==> src/rtl/car_cruise_sched_if.sv <==
// Target-speed request handshake between the cruise requester and car_cruise_sched.
// The requester owns valid/speed; the sequencer answers with ready.
interface car_cruise_sched_if;
  logic       set_valid;
  logic [1:0] set_speed;
  logic       set_ready;

  modport master (output set_valid, output set_speed, input set_ready);
  modport slave  (input set_valid, input set_speed, output set_ready);
endinterface

==> src/rtl/car_cruise_sched.sv <==
// Cruise sequencer: steps the 2-bit speed one level per dwell period toward a
// latched target, holds it, passes driver pedals through when disengaged.
module car_cruise_sched #(
  parameter int DWELL = 4,
  parameter int CW    = 8
) (
  input  logic                 clock,
  input  logic                 reset,
  input  logic                 keys,
  car_cruise_sched_if.slave    req,
  input  logic                 driver_brake,
  input  logic                 driver_accel,
  input  logic [1:0]           speed,
  output logic                 brake,
  output logic                 accelerate,
  output logic                 engaged,
  output logic                 done,
  output logic                 fault,
  output logic [1:0]           target
);

  typedef enum logic [2:0] {
    IDLE = 3'd0,
    CMP  = 3'd1,
    ACC  = 3'd2,
    BRK  = 3'd3,
    WAIT = 3'd4,
    HOLD = 3'd5
  } state_t;

  state_t          state_r;
  state_t          next_state_s;
  logic [1:0]      target_r;
  logic [1:0]      prev_r;
  logic [CW-1:0]   cnt_r;
  logic            ready_s;
  logic            accept_s;
  logic            brake_s;
  logic            accel_s;
  logic            done_s;
  logic            fault_s;
  logic            cancel_s;

  // Ignition loss or the brake pedal cancels the cruise from any engaged state.
  assign cancel_s = (state_r != IDLE) && (!keys || driver_brake);
  assign accept_s = req.set_valid & ready_s;

  // Next-state and step/handshake outputs.
  always_comb begin
    next_state_s = state_r;
    brake_s      = 1'b0;
    accel_s      = 1'b0;
    ready_s      = 1'b0;
    done_s       = 1'b0;
    fault_s      = 1'b0;
    if (cancel_s) begin
      // A pressed brake pedal wins over a pending ACC pulse.
      next_state_s = IDLE;
      brake_s      = driver_brake | (state_r == BRK);
      accel_s      = ~driver_brake & (state_r == ACC);
    end else begin
      case (state_r)
        IDLE: begin
          brake_s = driver_brake;
          accel_s = driver_accel;
          ready_s = keys & ~driver_brake & ~driver_accel;
          if (req.set_valid && ready_s) begin
            next_state_s = CMP;
          end else begin
            next_state_s = IDLE;
          end
        end
        CMP: begin
          if (speed == target_r) begin
            done_s       = 1'b1;
            next_state_s = HOLD;
          end else if (speed < target_r) begin
            next_state_s = ACC;
          end else begin
            next_state_s = BRK;
          end
        end
        ACC: begin
          accel_s      = 1'b1;
          next_state_s = WAIT;
        end
        BRK: begin
          brake_s      = 1'b1;
          next_state_s = WAIT;
        end
        WAIT: begin
          if (cnt_r != {CW{1'b0}}) begin
            next_state_s = WAIT;
          end else if (speed == prev_r) begin
            fault_s      = 1'b1;
            next_state_s = IDLE;
          end else begin
            next_state_s = CMP;
          end
        end
        HOLD: begin
          ready_s = 1'b1;
          if (req.set_valid || (speed != target_r)) begin
            next_state_s = CMP;
          end else begin
            next_state_s = HOLD;
          end
        end
        default: begin
          next_state_s = IDLE;
        end
      endcase
    end
  end

  // State register.
  always_ff @(posedge clock or posedge reset) begin
    if (reset) begin
      state_r <= IDLE;
    end else begin
      state_r <= next_state_s;
    end
  end

  // Target latch, pre-step speed snapshot and dwell counter.
  always_ff @(posedge clock or posedge reset) begin
    if (reset) begin
      target_r <= 2'b00;
      prev_r   <= 2'b00;
      cnt_r    <= {CW{1'b0}};
    end else begin
      if (accept_s) begin
        target_r <= req.set_speed;
      end
      if ((state_r == ACC) || (state_r == BRK)) begin
        prev_r <= speed;
        cnt_r  <= CW'(DWELL - 1);
      end else if ((state_r == WAIT) && (cnt_r != {CW{1'b0}})) begin
        cnt_r <= cnt_r - CW'(1);
      end
    end
  end

  assign req.set_ready = ready_s;
  assign brake         = brake_s;
  assign accelerate    = accel_s;
  assign done          = done_s;
  assign fault         = fault_s;
  assign engaged       = (state_r != IDLE);
  assign target        = target_r;

endmodule

==> src/flat_wrapper.sv <==
// flat-port wrapper written by rule: the top's interface ports become plain ports
module car_cruise_sched_flat 
#(
  parameter int DWELL = 4,
  parameter int CW    = 8
)
  (clock, reset, keys, driver_brake, driver_accel, speed, brake, accelerate, engaged, done, fault, target, req_set_valid, req_set_speed, req_set_ready);
  car_cruise_sched_if req_i ();
  input  logic clock;
  input  logic reset;
  input  logic keys;
  input  logic driver_brake;
  input  logic driver_accel;
  input  logic [1:0] speed;
  output logic brake;
  output logic accelerate;
  output logic engaged;
  output logic done;
  output logic fault;
  output logic [1:0] target;
  input wire logic [$bits(req_i.set_valid)-1:0] req_set_valid;
  input wire logic [$bits(req_i.set_speed)-1:0] req_set_speed;
  output wire logic [$bits(req_i.set_ready)-1:0] req_set_ready;
  assign req_i.set_valid = req_set_valid;
  assign req_i.set_speed = req_set_speed;
  assign req_set_ready = req_i.set_ready;
  car_cruise_sched #(.DWELL(DWELL), .CW(CW)) u_core (.clock(clock), .reset(reset), .keys(keys), .req(req_i), .driver_brake(driver_brake), .driver_accel(driver_accel), .speed(speed), .brake(brake), .accelerate(accelerate), .engaged(engaged), .done(done), .fault(fault), .target(target));
endmodule
==> config.mk <==
export PLATFORM = sky130hd
export DESIGN_NAME = car_cruise_sched_flat
export DESIGN_NICKNAME = d
export VERILOG_FILES = /design/src/rtl/car_cruise_sched_if.sv /design/src/rtl/car_cruise_sched.sv /design/src/flat_wrapper.sv
export SDC_FILE = /design/constraint.sdc
export NUM_CORES = 1
export LEC_CHECK = 0
export BUFFER_PORTS_ARGS = -buffer_cell sky130_fd_sc_hd__buf_2
export CAP_MARGIN = 20
export CELL_PAD_IN_SITES_DETAIL_PLACEMENT = 1
export CELL_PAD_IN_SITES_GLOBAL_PLACEMENT = 2
export CORE_MARGIN = 1.5
export CORE_UTILIZATION = 32
export DETAILED_ROUTE_END_ITERATION = 16
export PLACE_DENSITY = 0.81
export SLEW_MARGIN = 20
export SYNTH_ARGS = -nofsm -noshare
export SYNTH_HDL_FRONTEND = slang
export SYNTH_SLANG_ARGS = --single-unit
==> constraint.sdc <==
create_clock -name clock -period 2.15 [get_ports clock]
set_clock_uncertainty 0.05 [all_clocks]
set_input_delay 0.43 -clock clock [delete_from_list [all_inputs] [get_ports clock]]
set_output_delay 0.43 -clock clock [all_outputs]
set_load 0.02 [all_outputs]
### Word level (Yosys, flattened, before mapping)

Index checks and enable logic that the tools add are counted.

| word-level totals | value |
|---|---|
| memory bits (read-only) | 0 |
| latch bits | 0 |
| bits in registers | 15 |
| input port bits | 10 |
| output and inout bits | 8 |
| RAM bits | 0 |
| memories kept | 0 |
| word-level logic and storage cells | 56 |

| cells by class | value |
|---|---|
| reduce and logical (&&, ||, !) cells | 12 |
| divide/modulo/power cells | 0 |
| shift operators | 0 |
| bitwise operators | 7 |
| mux-type cells | 23 |
| magnitude comparators | 1 |
| $add $sub $neg | 1 |
| $mul | 0 |
| equality and inequality tests | 8 |

Operators with widths:

| kind | number |
|---|---|
| 8-bit 2-to-1 mux | 2 |
| 3-bit one-hot mux with 5 select lines | 1 |
| 1-bit 2-to-1 mux | 13 |
| 3-bit 2-to-1 mux | 4 |
| 8-bit nonzero test | 1 |
| 8-bit by 1-bit subtractor with 8-bit output (second input constant) | 1 |
| 3-bit by 2-bit == test with 1-bit output (second input constant) | 2 |
| 3-bit == test (second input constant) | 2 |
| 1-bit one-hot mux with 2 select lines | 3 |
| 1-bit AND | 4 |
| 2-bit == test | 2 |
| 3-bit by 1-bit == test with 1-bit output (second input constant) | 1 |
| 1-bit logical AND | 3 |
| 3-bit logical NOT | 1 |
| 1-bit logical OR | 3 |
| 3-bit nonzero test | 1 |
| 2-bit < comparator | 1 |
| 2-bit inequality test | 1 |
| 1-bit inverter | 2 |
| 2-bit nonzero test | 1 |
| 2-bit OR reduction | 1 |
| 1-bit logical NOT | 1 |
| 1-bit OR | 1 |

### Logic depth before layout (Yosys ltp)

| logic depth | value |
|---|---|
| depth in word-level cells | 7 |
| depth in mapped cells | 6 |

### Least setup slack after synthesis

Ideal clock, no wire load.

| path | value |
|---|---|
| path type | register -> output |
| from | register u_core.cnt_r[0] |
| to | output fault |
| required time | 1.670 ns |
| stages on the path, launching flop included | 6 |
| path buffers | 0 |
| slack | 0.140 ns |
| arrival | 1.530 ns |
| cells stage by stage | dfrtp_1 inv_1 ha_1 nor3b_2 nand3_1 nor3_1 |

| between the ends | value |
|---|---|
| cells in the longest elaborated chain, start to end | 4 |

RTL lines:

| element | RTL line | RTL |
|---|---|---|
| start, declared | car_cruise_sched.sv:35 | `logic [CW-1:0] cnt_r;` |
| start signal, assigned | car_cruise_sched.sv:130 | `cnt_r <= {CW{1'b0}};` |
| start signal, assigned | car_cruise_sched.sv:137 | `cnt_r <= CW'(DWELL - 1);` |
| start signal, assigned | car_cruise_sched.sv:139 | `cnt_r <= cnt_r - CW'(1);` |
| 8-bit nonzero test | car_cruise_sched.sv:92 | `if (cnt_r != {CW{1'b0}}) begin` |
| 1-bit 2-to-1 mux | car_cruise_sched.sv:92 |  |
| 1-bit 2-to-1 mux | car_cruise_sched.sv:62 | `case (state_r)` |
| 1-bit 2-to-1 mux | car_cruise_sched.sv:56 | `if (cancel_s) begin` |
| end, declared | flat_wrapper.sv:19 | `output logic fault;` |

No other way between the ends.

### Worst setup path after layout

| path | value |
|---|---|
| from | register u_core.cnt_r[1] |
| to | output fault |

Same word-level chain as after synthesis.

==> impl_metrics.tcl <==
set metrics [dict create \
    vias 819 \
    drt-initial-drc-count 16 \
    reg2reg_from "u_core.state_r[0]$_DFF_PP0_" \
    synth_area_um2 948 \
    grt_pass1_vias 881 \
    netlist.area_leader.share_pct 39.6 \
    vdd_drop_max_v 0.000600 \
    p_comb_share_pct 49.3 \
    grt_pass1_wl_mm 3.86 \
    cp.arrival_ns 1.55 \
    io_buffers 17 \
    p_clk_share_pct 11.8 \
    clock_sinks 15 \
    routed_via_density 5.22 \
    path_max_fanout 3 \
    fin_tns_setup_ns 0 \
    place_congestion 0.765 \
    pre_cts_ws_ns 0.173 \
    yosysMostFrequentCell "dfrtp_1" \
    cellPowerDensity_nw_per_um2 1260 \
    max_slew_margin_pct 60.8 \
    synth_cell_types 32 \
    nFillCells 335 \
    cp-end-kind "output port" \
    fin_crit_sh_pct 94.3 \
    outcome "completed" \
    intPower_w 0.000804 \
    ios 18 \
    drive_above_1_share_pct 31.0 \
    setup_ws_ns 0.122 \
    layout_min_cycle_time_ns 2.03 \
    ys_seq_area_share_pct 39.6 \
    hp-class "in -> async" \
    grt_usage_pct 15.2 \
    clock.fmax_mhz 493 \
    initial_utilization_pct 34.1 \
    maxCapViolCount 0 \
    ys_top_cells_by_area "dfrtp_1 (40%), nand2_1 (5.5%), ha_1 (5.3%)" \
    antenna_left 0 \
    finalHoldViolations 0 \
    hold_buffers 0 \
    wl_per_cell_um 14.4 \
    cts_tree "yes" \
    fp.dieW_um 57.4 \
    r2r_cells 4 \
    rsz0062_at_grt "false" \
    crit_required_ns 1.67 \
    synth_common_cells "dfrtp_1 (15), nand2_1 (14), nor2_1 (10), a21oi_1 (8), inv_1 (8)" \
    clock_path_buffers 2 \
    overflow 0 \
    reg2reg_slack_ns 0.43 \
    netSwitchingFraction_pct 44.3 \
    die_h_um 57.4 \
    synth_edf_count 0 \
    p_seq_share_pct 38.9 \
    drv_slew 0 \
    worstSkewPairLatency_ns 0.29 \
    first_pass_iters 4 \
    final_nets 141 \
    numCtsBuffers 3 \
    die-area_um2 3300 \
    finalWirelength_mm 2.27 \
    n_antenna_cell 0 \
    drc_errors 0 \
    post-route-util_pct 41.0 \
    switching_power_w 0.000638 \
    core_um2 2780 \
    avgSynthCellArea_um2 9.12 \
    syn_inst 104 \
    syn_to_final_growth_pct 20.3 \
    cts-root-buf "clkbuf_4" \
    synth_nets 118 \
    leakage_nw 0.553 \
    path_clk_slew_ns 0.10 \
    ys.flop_type "dfrtp_1" \
    critical_path_class "reg -> out" \
    synth_area_leader_cell "dfrtp_1" \
    r2r-end "u_core.target[0]$_DFFE_PP0P_" \
    tightest_slew_ns 0.588 \
    final-setup-viol-count 0 \
    cp-start-kind "flop" \
    grt_max_degree 16 \
    rows 19 \
    ys_warn_count 0 \
    dp_hpwl_mm 1.70 \
    antenna_found_initial 0 \
    synthArstFlopShare_pct 100 \
    h-tree-depth 1 \
    synth_seq_cells 15 \
]
## cell families (layout without fill, tap and decap cells)
family                     after synthesis  count (layout)  synth area share, %
adders and majority gates                4               4                 5.28
xor gates and xnor gates                 3               3                 2.77
DFF                                     15              15                 39.6
and+or+nand+nor                         49              49                 29.7
muxes                                    7               7                 7.65
AOI/OAI and AO/OA                       15              15                 10.6
buffers and inverters                   11              33                 4.49
## how the worst max path moves through the flow
stage,to,from,cells past startpoint,slack [ns]
detailed placement,fault,u_core.cnt_r[0]$_DFFE_PP0P_,6,0.17
global route,fault,u_core.cnt_r[0]$_DFFE_PP0P_,6,0.02
finish,fault,u_core.cnt_r[1]$_DFFE_PP0P_,6,0.12
CTS,fault,u_core.cnt_r[1]$_DFFE_PP0P_,6,0.01
floorplan,fault,u_core.cnt_r[0]$_DFFE_PP0P_,5,0.14
global placement,fault,u_core.cnt_r[0]$_DFFE_PP0P_,6,0.21
## flip-flops by register name, indices dropped and copies added (netlist names)
| name | cells |
|---|---|
| u_core.target | 2 |
| u_core.prev_r | 2 |
| u_core.cnt_r | 8 |
| u_core.state_r | 3 |
## cell type report
class	instances	area, µm²	area share, %
Tap cell	31	38.8	3.40
Clock inverter	1	7.51	0.658
Sequential cell	15	375	32.9
Timing Repair Buffer	21	118	10.3
Inverter	8	30.0	2.63
Multi-Input combinational cell	78	549	48.1
Clock buffer	3	22.5	1.97
## layer usage
metal | vias to the layer above | part of all wire [%] | GRT usage [%]
li1 | 402 | - | -
met1 | 398 | 46 | 18.0
met2 | 14 | 50 | 26.5
met3 | 5 | 3.5 | 4.31
met4 | 0 | 1.3 | 4.98
met5 | - | 0 | 0
## per-stage QoR
step / instances / instance area [µm²] / power [W] / hold slack, ns
final: 157 / 1140 / 0.00144 / 0.128
after floorplan: 104 / 948 / 0.00103 / 0.281
after global placement: 150 / 1070 / 0.00117 / 0.429
after detailed placement: 150 / 1070 / 0.00121 / 0.442
after CTS: 157 / 1130 / 0.00144 / 0.144
after global routing: 157 / 1140 / 0.00158 / 0.171
## worst max-delay path, cell delays in order (launching register included)
cell	delay, ns
dfrtp_1	0.42
inv_2	0.07
ha_2	0.16
nor3b_4	0.22
nand3_2	0.11
nor3_2	0.12
buf_4	0.16
## power by group through the flow
stage,Combinational (W),Sequential (W),Clock (W)
after floorplan,0.000498,0.000535,0
after global placement,0.000622,0.000549,0
after detailed placement,0.000649,0.000561,0
after CTS,0.000702,0.000558,0.000178
after global routing,0.000800,0.000583,0.000194
final,0.000711,0.000561,0.000171
## layout by cell type (no fill, tap or decap)
cell        netlist  layout
a211o_1           1       1
a21boi_4          1       1
a21oi_1           8       8
a221oi_1          1       1
a31o_2            1       1
and2b_2           1       1
buf_2             1      16
buf_4             0       5
clkbuf_4          0       3
clkinvlp_4        0       1
dfrtp_1          15      15
ha_1              4       3
ha_2              0       1
inv_1             8       6
inv_2             0       2
mux2_1            2       2
mux2i_1           5       5
nand2_1          14      14
nand2b_1          3       3
nand3_1           4       3
nand3_2           0       1
nand3b_1          1       1
nand4_1           1       1
nand4b_1          1       1
nor2_1           10      10
nor3_1            6       5
nor3_2            0       1
nor3b_4           1       2
nor4_1            1       1
nor4_2            1       1
nor4_4            1       1
o21ai_0           3       3
or2_2             1       1
or3_1             1       1
or3_2             1       1
xnor2_1           2       2
xor2_1            1       1
## repair_timing
item / CTS / global route
gates resized for setup: 1 / 6
setup buffers: 3 / 0
pin swaps: 1 / 1
endpoints found under the setup margin: 1 / 1
No activity file was read; power rests on OpenSTA's default activity.
